$ cat src/rtl/counted_coupled_cell.sv
// Clocked Ising coupling cell: din phase edges are delayed by a weight-dependent
// cycle count against a free-running timestamp, with a small FIFO of pending edges.
module counted_coupled_cell #(
    parameter int WEIGHT_WIDTH = 4,
    parameter int BASE_DELAY   = 9,
    parameter int FIFO_DEPTH   = 4,
    parameter int TS_WIDTH     = 8
) (
    input  logic        clk,
    input  logic        axi_rst,
    input  logic        ising_rst,
    input  logic        din,
    input  logic        sout,
    output logic        dout,
    input  logic        wready,
    input  logic        wr_addr_match,
    input  logic [31:0] wdata,
    output logic [31:0] rdata
);
    localparam int PTR_W = $clog2(FIFO_DEPTH);
    localparam logic [PTR_W:0] FULL_CNT = (PTR_W + 1)'(FIFO_DEPTH);

    logic [WEIGHT_WIDTH-1:0] weight_reg;
    logic [7:0]              drop_cnt_reg;
    logic                    overflow_reg;
    logic [TS_WIDTH-1:0]     ts_reg;
    logic                    din_q_reg;
    logic                    dout_reg;
    logic [TS_WIDTH-1:0]     last_target_reg;
    logic [TS_WIDTH-1:0]     fifo_mem [FIFO_DEPTH];
    logic [PTR_W-1:0]        rd_ptr_reg;
    logic [PTR_W-1:0]        wr_ptr_reg;
    logic [PTR_W:0]          count_reg;

    logic                    osc_reset;
    logic                    wr_en;
    logic                    din_edge;
    logic                    mismatch;
    logic signed [WEIGHT_WIDTH-1:0] weight_s;
    logic signed [31:0]      w_ext;
    logic signed [31:0]      d_raw;
    logic [TS_WIDTH-1:0]     d_ts;
    logic [TS_WIDTH-1:0]     cand;
    logic [TS_WIDTH-1:0]     diff;
    logic [TS_WIDTH-1:0]     target;
    logic                    pop;
    logic                    push;
    logic                    drop;
    logic [PTR_W:0]          count_after_pop;
    logic                    unused_wdata;

    assign osc_reset    = axi_rst || ising_rst;
    assign wr_en        = wready && wr_addr_match;
    assign unused_wdata = ^wdata[31:WEIGHT_WIDTH];
    assign dout         = dout_reg;

    always_comb begin
        din_edge = din != din_q_reg;
        mismatch = din ^ sout;
        weight_s = signed'(weight_reg);
        w_ext    = 32'(weight_s);
        d_raw    = mismatch ? (32'(BASE_DELAY) + w_ext) : (32'(BASE_DELAY) - w_ext);
        // Parameter rule keeps D >= 1; the clamp only guards a misconfigured instance.
        d_ts     = (d_raw < 32'sd1) ? TS_WIDTH'(1) : d_raw[TS_WIDTH-1:0];
        cand     = ts_reg + d_ts;

        pop             = (count_reg != '0) && (fifo_mem[rd_ptr_reg] == ts_reg);
        count_after_pop = count_reg - {{PTR_W{1'b0}}, pop};
        push            = din_edge && (count_after_pop != FULL_CNT);
        drop            = din_edge && (count_after_pop == FULL_CNT);

        // Force strictly increasing targets so toggles stay in order and never merge.
        diff   = cand - last_target_reg;
        target = cand;
        if ((count_after_pop != '0) && (diff[TS_WIDTH-1] || (diff == '0))) begin
            target = last_target_reg + TS_WIDTH'(1);
        end
    end

    always_ff @(posedge clk) begin
        if (osc_reset) begin
            ts_reg          <= '0;
            din_q_reg       <= 1'b0;
            dout_reg        <= 1'b0;
            last_target_reg <= '0;
            rd_ptr_reg      <= '0;
            wr_ptr_reg      <= '0;
            count_reg       <= '0;
        end else begin
            ts_reg    <= ts_reg + TS_WIDTH'(1);
            din_q_reg <= din;
            if (pop) begin
                dout_reg   <= ~dout_reg;
                rd_ptr_reg <= rd_ptr_reg + PTR_W'(1);
            end
            if (push) begin
                wr_ptr_reg      <= wr_ptr_reg + PTR_W'(1);
                last_target_reg <= target;
            end
            count_reg <= count_after_pop + {{PTR_W{1'b0}}, push};
        end
    end

    always_ff @(posedge clk) begin
        if (push && !osc_reset) begin
            fifo_mem[wr_ptr_reg] <= target;
        end
    end

    always_ff @(posedge clk) begin
        if (axi_rst) begin
            weight_reg   <= '0;
            drop_cnt_reg <= '0;
            overflow_reg <= 1'b0;
        end else if (wr_en) begin
            weight_reg   <= wdata[WEIGHT_WIDTH-1:0];
            drop_cnt_reg <= '0;
            overflow_reg <= 1'b0;
        end else if (drop && !ising_rst) begin
            overflow_reg <= 1'b1;
            if (drop_cnt_reg != 8'hFF) begin
                drop_cnt_reg <= drop_cnt_reg + 8'd1;
            end
        end
    end

    always_comb begin
        rdata                     = '0;
        rdata[WEIGHT_WIDTH-1:0]   = weight_reg;
        rdata[23:16]              = drop_cnt_reg;
        rdata[31]                 = overflow_reg;
    end
endmodule

$ cat config.mk
export PLATFORM = sky130hd
export DESIGN_NAME = counted_coupled_cell
export DESIGN_NICKNAME = d
export VERILOG_FILES = /design/src/rtl/counted_coupled_cell.sv
export SDC_FILE = /design/constraint.sdc
export NUM_CORES = 1
export LEC_CHECK = 0
export ABC_AREA = 0
export CORE_MARGIN = 3
export CORE_UTILIZATION = 53
export DETAILED_ROUTE_END_ITERATION = 10
export PLACE_DENSITY = 0.89
export SETUP_SLACK_MARGIN = 0.3
export SLEW_MARGIN = 20
export SYNTH_ARGS = -nofsm -noshare
export SYNTH_HDL_FRONTEND = slang
export SYNTH_SLANG_ARGS = --single-unit
$ cat constraint.sdc
create_clock -name clk -period 8.23 [get_ports clk]
set_input_delay 2.469 -clock clk [delete_from_list [all_inputs] [get_ports clk]]
set_output_delay 2.469 -clock clk [all_outputs]
set_load 0.02 [all_outputs]
Word level (Yosys, flattened, before mapping)

Memory sizes are Yosys's and may differ from the RTL's. A register that Yosys moved wholly into a read port is not among the register bits.
Index checks and enable logic that the tools add are counted.

Bits in registers: 38
Memories: 1
Input port bits: 39
RAM bits: 32

Memory list:

| memory   | depth | width | rd ports | clocked after memory_dff | write ports | line | source |
|---|---|---|---|---|---|---|---|
| fifo_mem | 4     | 8     | 1        | 1                        | 1           | 30   | `logic [TS_WIDTH-1:0] fifo_mem [FIFO_DEPTH];` |

Equality and inequality tests: 5
Reduce and logical (&&, ||, !) cells: 16
Add/sub/neg operators: 11
$lt $le $gt $ge: 1
Muxes and demuxes: 7
Bitwise gates (word level): 2

Operators by type and width:

| operator                                            | number |
|---|---|
| < comparator 32 x 2 -> 1 bit, second input constant | 1 |
| two-way mux 32 bit                                  | 1 |
| adder 8 x 1 -> 8 bit, second input constant         | 3 |
| two-way mux 8 bit                                   | 2 |
| adder 8 bit                                         | 1 |
| == test 8 bit                                       | 1 |
| zero test 8 bit                                     | 1 |
| inequality test 8 bit, second input constant        | 1 |
| subtractor 8 bit                                    | 1 |
| logical AND 1 bit                                   | 7 |
| adder 5 x 4 -> 6 bit, first input constant          | 1 |
| nonzero test 3 bit                                  | 2 |
| subtractor 5 x 4 -> 6 bit, first input constant     | 1 |
| adder 2 x 1 -> 2 bit, second input constant         | 2 |
| two-way mux 2 bit                                   | 2 |
| adder 3 x 1 -> 3 bit                                | 1 |
| == test 3 bit, second input constant                | 1 |
| inequality test 3 bit, second input constant        | 1 |
| subtractor 3 x 1 -> 3 bit                           | 1 |
| zero test 1 bit                                     | 2 |
| logical OR 1 bit                                    | 2 |
| two-way mux 1 bit                                   | 2 |
| AND reduction 2 bit                                 | 1 |
| OR reduction 2 bit                                  | 1 |
| 3 further kinds                                     | 3 |

Depth between registers and ports, before layout

Word-level depth: 10
Depth in mapped cells: 22
Gate-level depth less buffers: 20

Worst setup path before layout

Ideal clock, no wire load.

Kind: input port to flip-flop
From: in din
To: mem fifo_mem[0][0] (data pin)
Stages on the path: 22
Path slack: 1612 ps
Arrival time: 6331 ps
Library setup time: 286 ps
Path through: xor2_1 -> nand3_1 -> o21ai_0 -> xnor2_1 -> o41ai_1 -> ha_1 -> fa_1 -> a21o_1 -> a21oi_1 -> nor2b_1 -> o21ai_0 -> xnor2_1 -> ha_1 -> a21o_1 -> o21ai_0 -> o21ba_2 -> o21a_1 -> o31a_1 -> buf_6 -> clkbuf_1 -> nand2_1 -> o21ai_0

Longest elaborated chain between the ends: 10

RTL lines:

| item                         | line | source |
|---|---|---|
| start: declaration           | 12   | `input logic din,` |
| bitwise XOR 1 bit (*)        | 59   | `mismatch = din ^ sout;` |
| two-way mux 32 bit (*)       | 62   | `d_raw = mismatch ? (32'(BASE_DELAY) + w_ext) : (32'(BASE_DELAY) - w_ext);` |
| < comparator 32 x 2 -> 1 bit | 64   | `d_ts = (d_raw < 32'sd1) ? TS_WIDTH'(1) : d_raw[TS_WIDTH-1:0];` |
| two-way mux 8 bit (*)        | 64   |  |
| adder 8 bit (*)              | 65   | `cand = ts_reg + d_ts;` |
| subtractor 8 bit             | 73   | `diff = cand - last_target_reg;` |
| zero test 8 bit              | 75   | `if ((count_after_pop != '0) && (diff[TS_WIDTH-1] \|\| (diff == '0))) begin` |
| logical OR 1 bit             | 75   |  |
| logical AND 1 bit            | 75   |  |
| two-way mux 8 bit (*)        | 75   |  |
| named net target[0]          | 45   | `logic [TS_WIDTH-1:0] target;` |
| end: declaration             | 30   |  |

Mark *: on every way through the listed nets, which the timed path passes. The rest lies on a longest branch.

Worst setup path after layout

From: in din
To: reg last_target_reg[6]

Longest elaborated chain between the ends: 10
Elaborated cells between the ends (all ways): 12
Classes of those cells: 2 x add/sub; 1 x order compare; 1 x eq/ne; 3 x mux; 1 x bitwise; 4 x reduce/logical

RTL lines:

| item                         | line | source |
|---|---|---|
| bitwise XOR 1 bit            | 59   |  |
| two-way mux 32 bit           | 62   |  |
| < comparator 32 x 2 -> 1 bit | 64   |  |
| two-way mux 8 bit            | 64   |  |
| adder 8 bit                  | 65   |  |
| subtractor 8 bit             | 73   |  |
| zero test 8 bit              | 75   |  |
| logical OR 1 bit             | 75   |  |
| logical AND 1 bit            | 75   |  |
| two-way mux 8 bit            | 75   |  |
| end signal: assignment       | 98   | `last_target_reg <= target;` |
| end: declaration             | 29   | `logic [TS_WIDTH-1:0] last_target_reg;` |

Parallel ways exist; a longest one is shown, timed or not.
A chain may end at the register's enable or synchronous reset.

==> impl_metrics.env <==
export IMPL_coreArea_um2=7447
export IMPL_drtAntennaViolNets=0
export IMPL_synth_edf_count=32
export IMPL_start_kind="input pin"
export IMPL_setup_worst_path_start="din"
export IMPL_cp_cell_sequence="clkdlybuf4s50_1 -> xor2_2 -> nand3_1 -> o21ai_0 -> xnor2_1 -> o41ai_1 -> ha_1 -> fa_1 -> a21o_1 -> a21oi_1 -> nor2b_1 -> o21ai_0 -> xnor2_1 -> ha_1 -> a21o_1 -> o21ai_0 -> o21ba_2 -> o21a_1 -> o31a_1 -> buf_4 -> or4_1 -> a31oi_1"
export IMPL_netlist_area_um2=4187
export IMPL_hold_slack_ps=497.5
export IMPL_yosysSeqAreaShare=0.4208
export IMPL_io_pins=72
export IMPL_r2r_end="last_target_reg[6]$_SDFFE_PP0P_"
export IMPL_antenna_found_initial=0
export IMPL_n_fill_cell=578
export IMPL_cts_htree_levels=3
export IMPL_vias=3058
export IMPL_async_flop_share=0
export IMPL_cpMaxStageDelayCell="clkdlybuf4s50_1"
export IMPL_finalNonFillerCells=539
export IMPL_cts_buffer_depth=2
export IMPL_drt_initial_drc_count=300
export IMPL_hold_path_class="reg2reg"
export IMPL_timing_critical_path_to_type="register"
export IMPL_synth_ff_type="dfxtp_1"
export IMPL_worstPathRequired_ps=8500
export IMPL_regMostFlops="fifo_mem"
export IMPL_largest_reg_flops=32
export IMPL_die_h_um=94.88
export IMPL_wl_um=8484
export IMPL_skew_ps=5.117
export IMPL_grt_start_max_net_pins=24
export IMPL_cts_setup_buffers=0
export IMPL_detail_route_wl_per_cell_um=15.74
export IMPL_slew_viol_final=0
export IMPL_drc=0
export IMPL_row_count=31
export IMPL_drt_pass1_iterations=5
export IMPL_drv_cap=0
export IMPL_min_period_over_period=0.9152
export IMPL_run_status="finished clean"
export IMPL_cts_tree="done"
export IMPL_slowest_delay_ps=570
export IMPL_synth_cell_type_count=55
export IMPL_slew_headroom=0.5147
export IMPL_grt_first_pass_wirelength_um=13300
export IMPL_fp_dieW_um=94.88
export IMPL_syn_area_per_cell_um2=10.09
export IMPL_num_nets_final=502
export IMPL_worstPathArrival_ps=7800
export IMPL_setup_tns_ps=0
export IMPL_p_leak_nw=1.739
export IMPL_initial_core_util=0.5622
export IMPL_viasPerCell=5.673
export IMPL_p_per_area_nw_per_um2=168.6
export IMPL_crit_top_cell="o21ai_0"
export IMPL_place_congestion=0.8661
export IMPL_path_class="in2reg"
export IMPL_grt_pass1_vias=2869
export IMPL_cts_sinks=72
export IMPL_worst_pin_slew_ps=722.3
export IMPL_area_delta_synth_final_pct=9.922
export IMPL_reg2reg_from="weight_reg[1]$_SDFFE_PP0P_"
export IMPL_setup_violations=0
export IMPL_place_ws_ps=358.0
export IMPL_worst_r2r_setup_slack_ps=2980
export IMPL_dpl_cell_area_um2=4398
export IMPL_ys_ff_latch=72
export IMPL_fin_ws_ps=698.1
export IMPL_r2r_cells=21
export IMPL_dieArea_um2=9001
export IMPL_fmax_ghz=0.1328
export IMPL_clkTransAtPathRegs_ps=70
export IMPL_dpl_hpwl_um=6323
export IMPL_path_max_fanout=10
export IMPL_antenna_cells=0
export IMPL_vdd_drop_max_mv=0.1001
export IMPL_globalRouteOverflowTotal=0
export IMPL_hold_violations=0
export IMPL_cts_made_buffers=9
export IMPL_yosysWarnings=0
export IMPL_syn_inst=415
export IMPL_period_minus_slack_ps=7532
export IMPL_layout_drive_gt1_share=0.08182
export IMPL_dpl_cell_count=523
export IMPL_rsz0062_at_grt="no"
export IMPL_insertion_delay_ps=340
export IMPL_design_area_um2=4602
export IMPL_grt_use_total=0.1924
export IMPL_cts_root_buf="clkbuf_8"
export IMPL_port_buffers=24
export IMPL_cp_endpoint="last_target_reg[6]$_SDFFE_PP0P_"
==> final cells by class <==
class                   count  area [µm²]  area share
inverters                  26       97.59     0.02121
clock buffers              11       141.4     0.03072
well taps                  99       123.9     0.02692
repair buffers             26       255.2     0.05547
flip-flops and latches     72        1762      0.3828
clock inverters             5       55.05     0.01196
multi-input cells         300        2167      0.4709
==> through the flow <==
step	util	total power [mW]
finish	0.6179	0.7759
global route	0.6179	0.8027
CTS	0.6169	0.7745
detailed placement	0.5906	0.5016
global placement	0.5906	0.4959
floorplan	-	0.4813
==> logic make-up after synthesis <==
kind of cell	share of synthesized area
other cells	0.0008957
flops	0.4208
fa+ha+maj	0.08727
buf+inv	0.07950
simple gates	0.1650
mux	0.05708
xor+xnor	0.08368
compound gates	0.1058
==> where the power goes <==
part / leakage [nW] / switching (mW) / internal (mW) / total, mW
registers: 0.622 / 0.00535 / 0.382 / 0.387
logic: 1.02 / 0.0666 / 0.0428 / 0.109
clock network: 0.0974 / 0.131 / 0.148 / 0.279
==> cell usage in the layout (no fill, tap or decap), drive strengths merged, types with 3 or more instances in the layout <==
cell	netlist	layout
a21o	8	8
a21oi	20	20
a31oi	9	9
and2	5	5
and3	8	8
and4b	3	3
clkbuf	9	11
clkdlybuf4s50	0	24
conb	1	19
dfxtp	40	40
edfxtp	32	32
ha	26	26
inv	26	27
mux2	4	4
mux4	8	8
nand2	23	23
nand2b	8	8
nand3	23	23
nand4	6	6
nor2	36	36
nor3	3	3
nor4b	3	3
o21a	3	3
o21ai	12	12
xnor2	27	27
xor2	13	13
==> cell usage after synthesis, types with 3 or more instances <==
master / n / area [µm²]
nand2_1: 23 / 86.33
nand3_1: 23 / 115.1
inv_1: 26 / 97.59
edfxtp_1: 32 / 960.9
and4b_1: 3 / 30.03
xor2_1: 13 / 113.9
buf_6: 3 / 33.78
o21a_1: 3 / 22.52
a31oi_1: 9 / 56.30
and2_1: 5 / 31.28
mux4_2: 8 / 180.2
buf_4: 21 / 157.7
ha_1: 26 / 325.3
nand2b_1: 8 / 50.05
dfxtp_1: 40 / 800.8
and3_1: 8 / 50.05
a21o_1: 8 / 60.06
nor3_1: 3 / 15.01
nand4_1: 6 / 37.54
nor2_1: 36 / 135.1
o21ai_0: 12 / 60.06
mux2_2: 3 / 33.78
clkbuf_1: 9 / 33.78
xnor2_1: 27 / 236.5
a21oi_1: 20 / 100.1
==> worst min-delay path by stage <==
stage | from | to | slack [ps] | cells after the start
after floorplan | overflow_reg$_SDFFE_PP0P_ | overflow_reg$_SDFFE_PP0P_ | 440 | 2
after global placement | overflow_reg$_SDFFE_PP0P_ | overflow_reg$_SDFFE_PP0P_ | 460 | 2
after detailed placement | overflow_reg$_SDFFE_PP0P_ | overflow_reg$_SDFFE_PP0P_ | 480 | 2
after CTS | overflow_reg$_SDFFE_PP0P_ | overflow_reg$_SDFFE_PP0P_ | 500 | 2
after global routing | wr_ptr_reg[0]$_SDFFE_PP0P_ | wr_ptr_reg[0]$_SDFFE_PP0P_ | 540 | 2
final | wr_ptr_reg[0]$_SDFFE_PP0P_ | wr_ptr_reg[0]$_SDFFE_PP0P_ | 500 | 2
==> critical path: cells and delay by family <==
kind,cells,cell delay (ps)
AO/OA/AOI/OAI,11,2070
adder cells (fa/ha/maj),3,1030
buffers and inverters,2,790
XOR/XNOR,3,780
AND/OR/NAND/NOR,3,660
==> layer usage <==
| layer | wire length [µm] | GRT usage |
|---|---|---|
| met1 | 3488 | 0.2271 |
| met2 | 4376 | 0.3400 |
| met3 | 418 | 0.04143 |
| met4 | 200 | 0.07452 |
| met5 | 0 | 0 |
==> repair_timing <==
| item | CTS | global route |
|---|---|---|
| gates resized for setup | 0 | 1 |
| hold buffers | 0 | 0 |
| endpoints found under the setup margin | 0 | 14 |
Note: power is estimated with default switching activity, not from simulation.
==> variant 1 (config.mk and constraints unchanged) <==
`FIFO_DEPTH`: 4 -> 16.
--- a/src/rtl/counted_coupled_cell.sv
+++ b/src/rtl/counted_coupled_cell.sv
@@ -3,7 +3,7 @@
 module counted_coupled_cell #(
     parameter int WEIGHT_WIDTH = 4,
     parameter int BASE_DELAY   = 9,
-    parameter int FIFO_DEPTH   = 4,
+    parameter int FIFO_DEPTH   = 16,
     parameter int TS_WIDTH     = 8
 ) (
     input  logic        clk,
Behaviour: not the same (Yosys sat finds a counterexample within 10 cycles, from zero or initial values and one cycle with axi_rst high).
==> variant 1 against the unedited design <==
  * Synthesized area up 100%
  * Critical path depth down 3
  * Combinational power rose by 30%
  * Via count is 84% higher
  * Wire length rose by 120%
  * Cell area up 110%
  * Power grew 140%
  * Sequential cell count is 104 higher
  * Hold slack worse by 0.024 ns
  * Utilization decreased by 0.28 points
  * Register-to-register slack lost 0.32 ns
  * Setup slack improved by 0.049 ns
  * Non-clock buffer count rose by 16
==> variant 1: results (changes against the unedited design) <==
Non-CTS inverters=25 (-3.8%); layout cell share with drive strength beyond 1=12.8% (+4.6 points); met1 Use GR=28.9% (+6.2 points); Clock Skew=0.0163 ns (+0.0111 ns); grt total ovfl=0 (unchanged); EDFF count, synth=128 (+300%); multiplexer share of the synthesized area=11.4% (+5.7 points); Biggest register=fifo_mem; Clk pin slew, worst setup/hold paths=0.07 ns (about the same); fraction of area in registers=50.5% (+12 points); first-pass GRT wire length=30800 um (+130%); worst skew pair latency=0.45 ns (+0.11 ns); critical-path maximum fanout=16 (+6); Slowest-stage cell, CP=a2111o_1; leakage=3.21 nW (+85%); complex-gate fraction of the synthesized area=7.29% (-3.3 points); DR WL/cell=21.0 um (+33%); FMAX=134 MHz (+0.65%); max FFs per register=128 (+300%); via count=5634 (+84%); Synth Area in Adders=4.44% (-4.3 points); root buf cell=clkbuf_16; gr usage total=22.8% (+3.5 points); Final clock-cell share=6.06% (+1.8 points); layout net count=750 (+49%); outcome=completed; Yosys reg bits=176 (+140%); H-tree depth=4 (+1); largest net degree at the start of global routing=29 (+21%); top cells by area, synth=edfxtp_1, dfxtp_1, mux4_2; multi-input combinational area share=35.8% (-11 points); Signal buffers=42 (+62%); Seq/Total Area, Yosys=56.5% (+14 points); CTS Buf Count=17 (+8); NonClk Buf Share=3.94% (-1.6 points); Peak VDD IR=159 uV (+59%); post-synthesis xor/xnor area fraction=4.22% (-4.1 points); data arrival time of the critical path=7.60 ns (-0.20 ns); met3 Usage GRT=5.86% (+1.7 points); Filler cells=1107 (+92%); DR pass1 iterations=6 (+1); Post-DP HPWL=12800 um (+100%); Iteration-0 DRC Markers=668 (+120%); Synth top cells by count=edfxtp_1, nor2_1, dfxtp_1, nand2_1, ha_1; routability cong.=0.889 (+2.7%); hold path start=overflow_reg; Yosys cell types=64 (+16%); crit-path max cell delay=0.54 ns (-0.03 ns); Worst R2R Path Depth=15 (-29%); Worst Max-Slew Pin Slew=1.04 ns (+0.320 ns); grt met2 use=37.8% (+3.8 points); #MultiIn Comb=420 (+40%)
variant 1: cell types whose count changed after synthesis, sizes merged, moves of 6 or more:
cell and change:
o221ai +6, mux2i +20, nor2b +6, mux4 +23, nor3 +8, dfxtp +8, edfxtp +96, nor2 +20
or3 +6, nand2 +11, buf +9, nand3 -8
variant 1: per-layer routing:
layer | vias to the layer above | part of all wire, %
li1 | 2496 | -
met1 | 2777 | 39
met2 | 311 | 51
met3 | 50 | 7.8
met4 | 0 | 2.8
met5 | - | 0
variant 1: where the power goes:
group	switching, W	total [W]	internal, W
Clock	0.000360	0.000785	0.000425
Combinational	0.0000935	0.000142	0.0000489
Sequential	0.00000617	0.000968	0.000962
variant 1: final timing paths:
| check | endpoint | slack, ns |
|---|---|---|
| hold / removal | overflow_reg | 0.47 |
| setup / recovery | fifo_mem[6][1] | 0.75 |
| hold reg to reg | overflow_reg | 0.47 |
| setup reg to reg | fifo_mem[6][1] | 2.66 |
variant 1: through the flow:
step	cell area, um2	std cells	power (W)	util, %	setup slack (ns)
floorplan	8580	665	0.00108	-	1.14
global placement	8940	874	0.00112	57.7	0.491
detailed placement	8940	874	0.00112	57.7	0.213
CTS	9510	906	0.00190	61.4	0.614
global route	9530	906	0.00195	61.5	0.468
finish	9530	906	0.00190	61.5	0.747
variant 1: repair_timing:
item / 4_1_cts / 5_1_grt
setup endpoints to repair: 0 / 16
gates resized for setup: 0 / 2
buffers inserted: 0 / 0
endpoints found under the hold margin: 0 / 0
variant 1: kinds of logic after synthesis:
kind of cell             Yosys count
multiplexers                      55
adder cells (fa/ha/maj)           29
buffers and inverters             69
other                              1
flip-flops                       176
AO/OA/AOI/OAI                     86
AND/OR/NAND/NOR                  190
XOR/XNOR                          41
==> variant 2 (same settings) <==
Made on the original files. `ts_reg` no longer has a reset.
--- a/src/rtl/counted_coupled_cell.sv
+++ b/src/rtl/counted_coupled_cell.sv
@@ -79,7 +79,6 @@
 
     always_ff @(posedge clk) begin
         if (osc_reset) begin
-            ts_reg          <= '0;
             din_q_reg       <= 1'b0;
             dout_reg        <= 1'b0;
             last_target_reg <= '0;
@@ -87,7 +86,6 @@
             wr_ptr_reg      <= '0;
             count_reg       <= '0;
         end else begin
-            ts_reg    <= ts_reg + TS_WIDTH'(1);
             din_q_reg <= din;
             if (pop) begin
                 dout_reg   <= ~dout_reg;
@@ -99,6 +97,10 @@
             end
             count_reg <= count_after_pop + {{PTR_W{1'b0}}, push};
         end
+    end
+
+    always_ff @(posedge clk) begin
+        ts_reg <= ts_reg + TS_WIDTH'(1);
     end
 
     always_ff @(posedge clk) begin
Behaviour: no difference found for any inputs over 10 cycles, from zero or initial values and one cycle with axi_rst high; that may be too few to reach the edited logic, so the function may still have changed.
==> variant 2 against the unedited design <==
  * Cell area rose by 1.3%
  * Clock skew rose by 0.0017 ns
  * Synthesized area rose by 1.5%
  * Power fell by 2.6%
  * Combinational power fell by 18%
  * Setup slack improved by 0.0074 ns
  * Sequential cell count did not move
  * Wire length rose by 3.9%
  * Critical endpoint is now fifo_mem[1][2]
==> variant 2: results (changes against the unedited design) <==
Syn Inst Count=417 (+0.48%); sw frac=26.7% (+0.49 points); Hold Slack=0.490 ns (-0.00718 ns); Non-Filler Instances=544 (+0.93%); Clock Buffer Count=9 (-2); critical-path maximum fanout=8 (-2); Filler cells=601 (+4.0%); pre-CTS setup slack=0.288 ns (-0.0697 ns); top cells by area, synth=edfxtp_1, dfxtp_1, ha_1; gr usage total=19.9% (+0.66 points); reg2reg setup slack=3.00 ns (+0.02 ns); DR WL/cell=16.2 um (+2.9%); Post-DP HPWL=6620 um (+4.8%); largest net degree at the start of global routing=22 (-8.3%); Net Sw Power=0.000202 W (-0.79%); Slowest-stage cell, CP=o41ai_1; leakage=1.78 nW (+2.6%); #MultiIn Comb=303 (+1.0%); placement-stage cell area=4450 um2 (+1.2%); layout net count=504 (+0.40%); Inst Count DP=528 (+0.96%); routability cong.=0.952 (+9.9%); outcome=completed; Worst R2R Path Depth=18 (-14%); Clock Skew=0.00685 ns (+0.00174 ns); layout cell share with drive strength beyond 1=8.14% (-0.037 points); WHS Endpoint=ts_reg[0]; data arrival time of the critical path=7.59 ns (-0.21 ns); relative slew slack=40.1% (-11 points); Synth top cells by count=dfxtp_1, edfxtp_1, nor2_1, xnor2_1, ha_1; multi-input combinational area share=47.6% (+0.47 points); Signal buffers=27 (+3.8%); die width=95.6 um (+0.71%)
## variant 2: cells by family (layout without fill, tap and decap cells)
| kind of cell | count (synthesis) | in the layout | synth area share (%) |
|---|---|---|---|
| AO/OA/AOI/OAI | 63 | 63 | 9.89 |
| XOR/XNOR | 43 | 43 | 8.86 |
| adder cells (fa/ha/maj) | 28 | 28 | 8.60 |
| buffers and inverters | 60 | 67 | 8.18 |
| flip-flops | 72 | 72 | 41.4 |
| multiplexers | 12 | 12 | 5.18 |
| other | 1 | 19 | 0.0882 |
| AND/OR/NAND/NOR | 138 | 138 | 17.8 |
## variant 2: what timing repair did
| action | CTS | global route |
|---|---|---|
| buffers inserted | 0 | 0 |
| gates resized for setup | 0 | 1 |
| setup endpoints to repair | 0 | 24 |
## variant 2: per-layer routing
metal / up-vias / part of all wire (%) / global-route usage (%)
li1: 1507 / - / -
met1: 1511 / 40 / 24.7
met2: 141 / 51 / 34.6
met3: 29 / 6.9 / 3.79
met4: 0 / 2.5 / 6.64
met5: - / 0 / 0
## variant 2: worst max-delay path by stage
| stage | startpoint | endpoint | slack, ns | cells after the start |
|---|---|---|---|---|
| 2_1_floorplan | din | fifo_mem[0][6] | 1.52 | 21 |
| 4_1_cts | din | fifo_mem[1][4] | 0.63 | 20 |
| 6_report | din | fifo_mem[1][2] | 0.71 | 19 |
| 5_1_grt | din | fifo_mem[0][4] | 0.34 | 21 |
| 3_5_place_dp | din | fifo_mem[3][4] | 0.29 | 20 |
| 3_3_place_gp | din | fifo_mem[0][2] | 0.51 | 19 |
## variant 2: critical path, delay by kind of cell
kind | cells | cell delay [ns]
AO/OA/AOI/OAI | 8 | 2.39
XOR/XNOR | 2 | 0.49
adder cells (fa/ha/maj) | 3 | 1.03
buffers and inverters | 1 | 0.49
AND/OR/NAND/NOR | 5 | 0.73
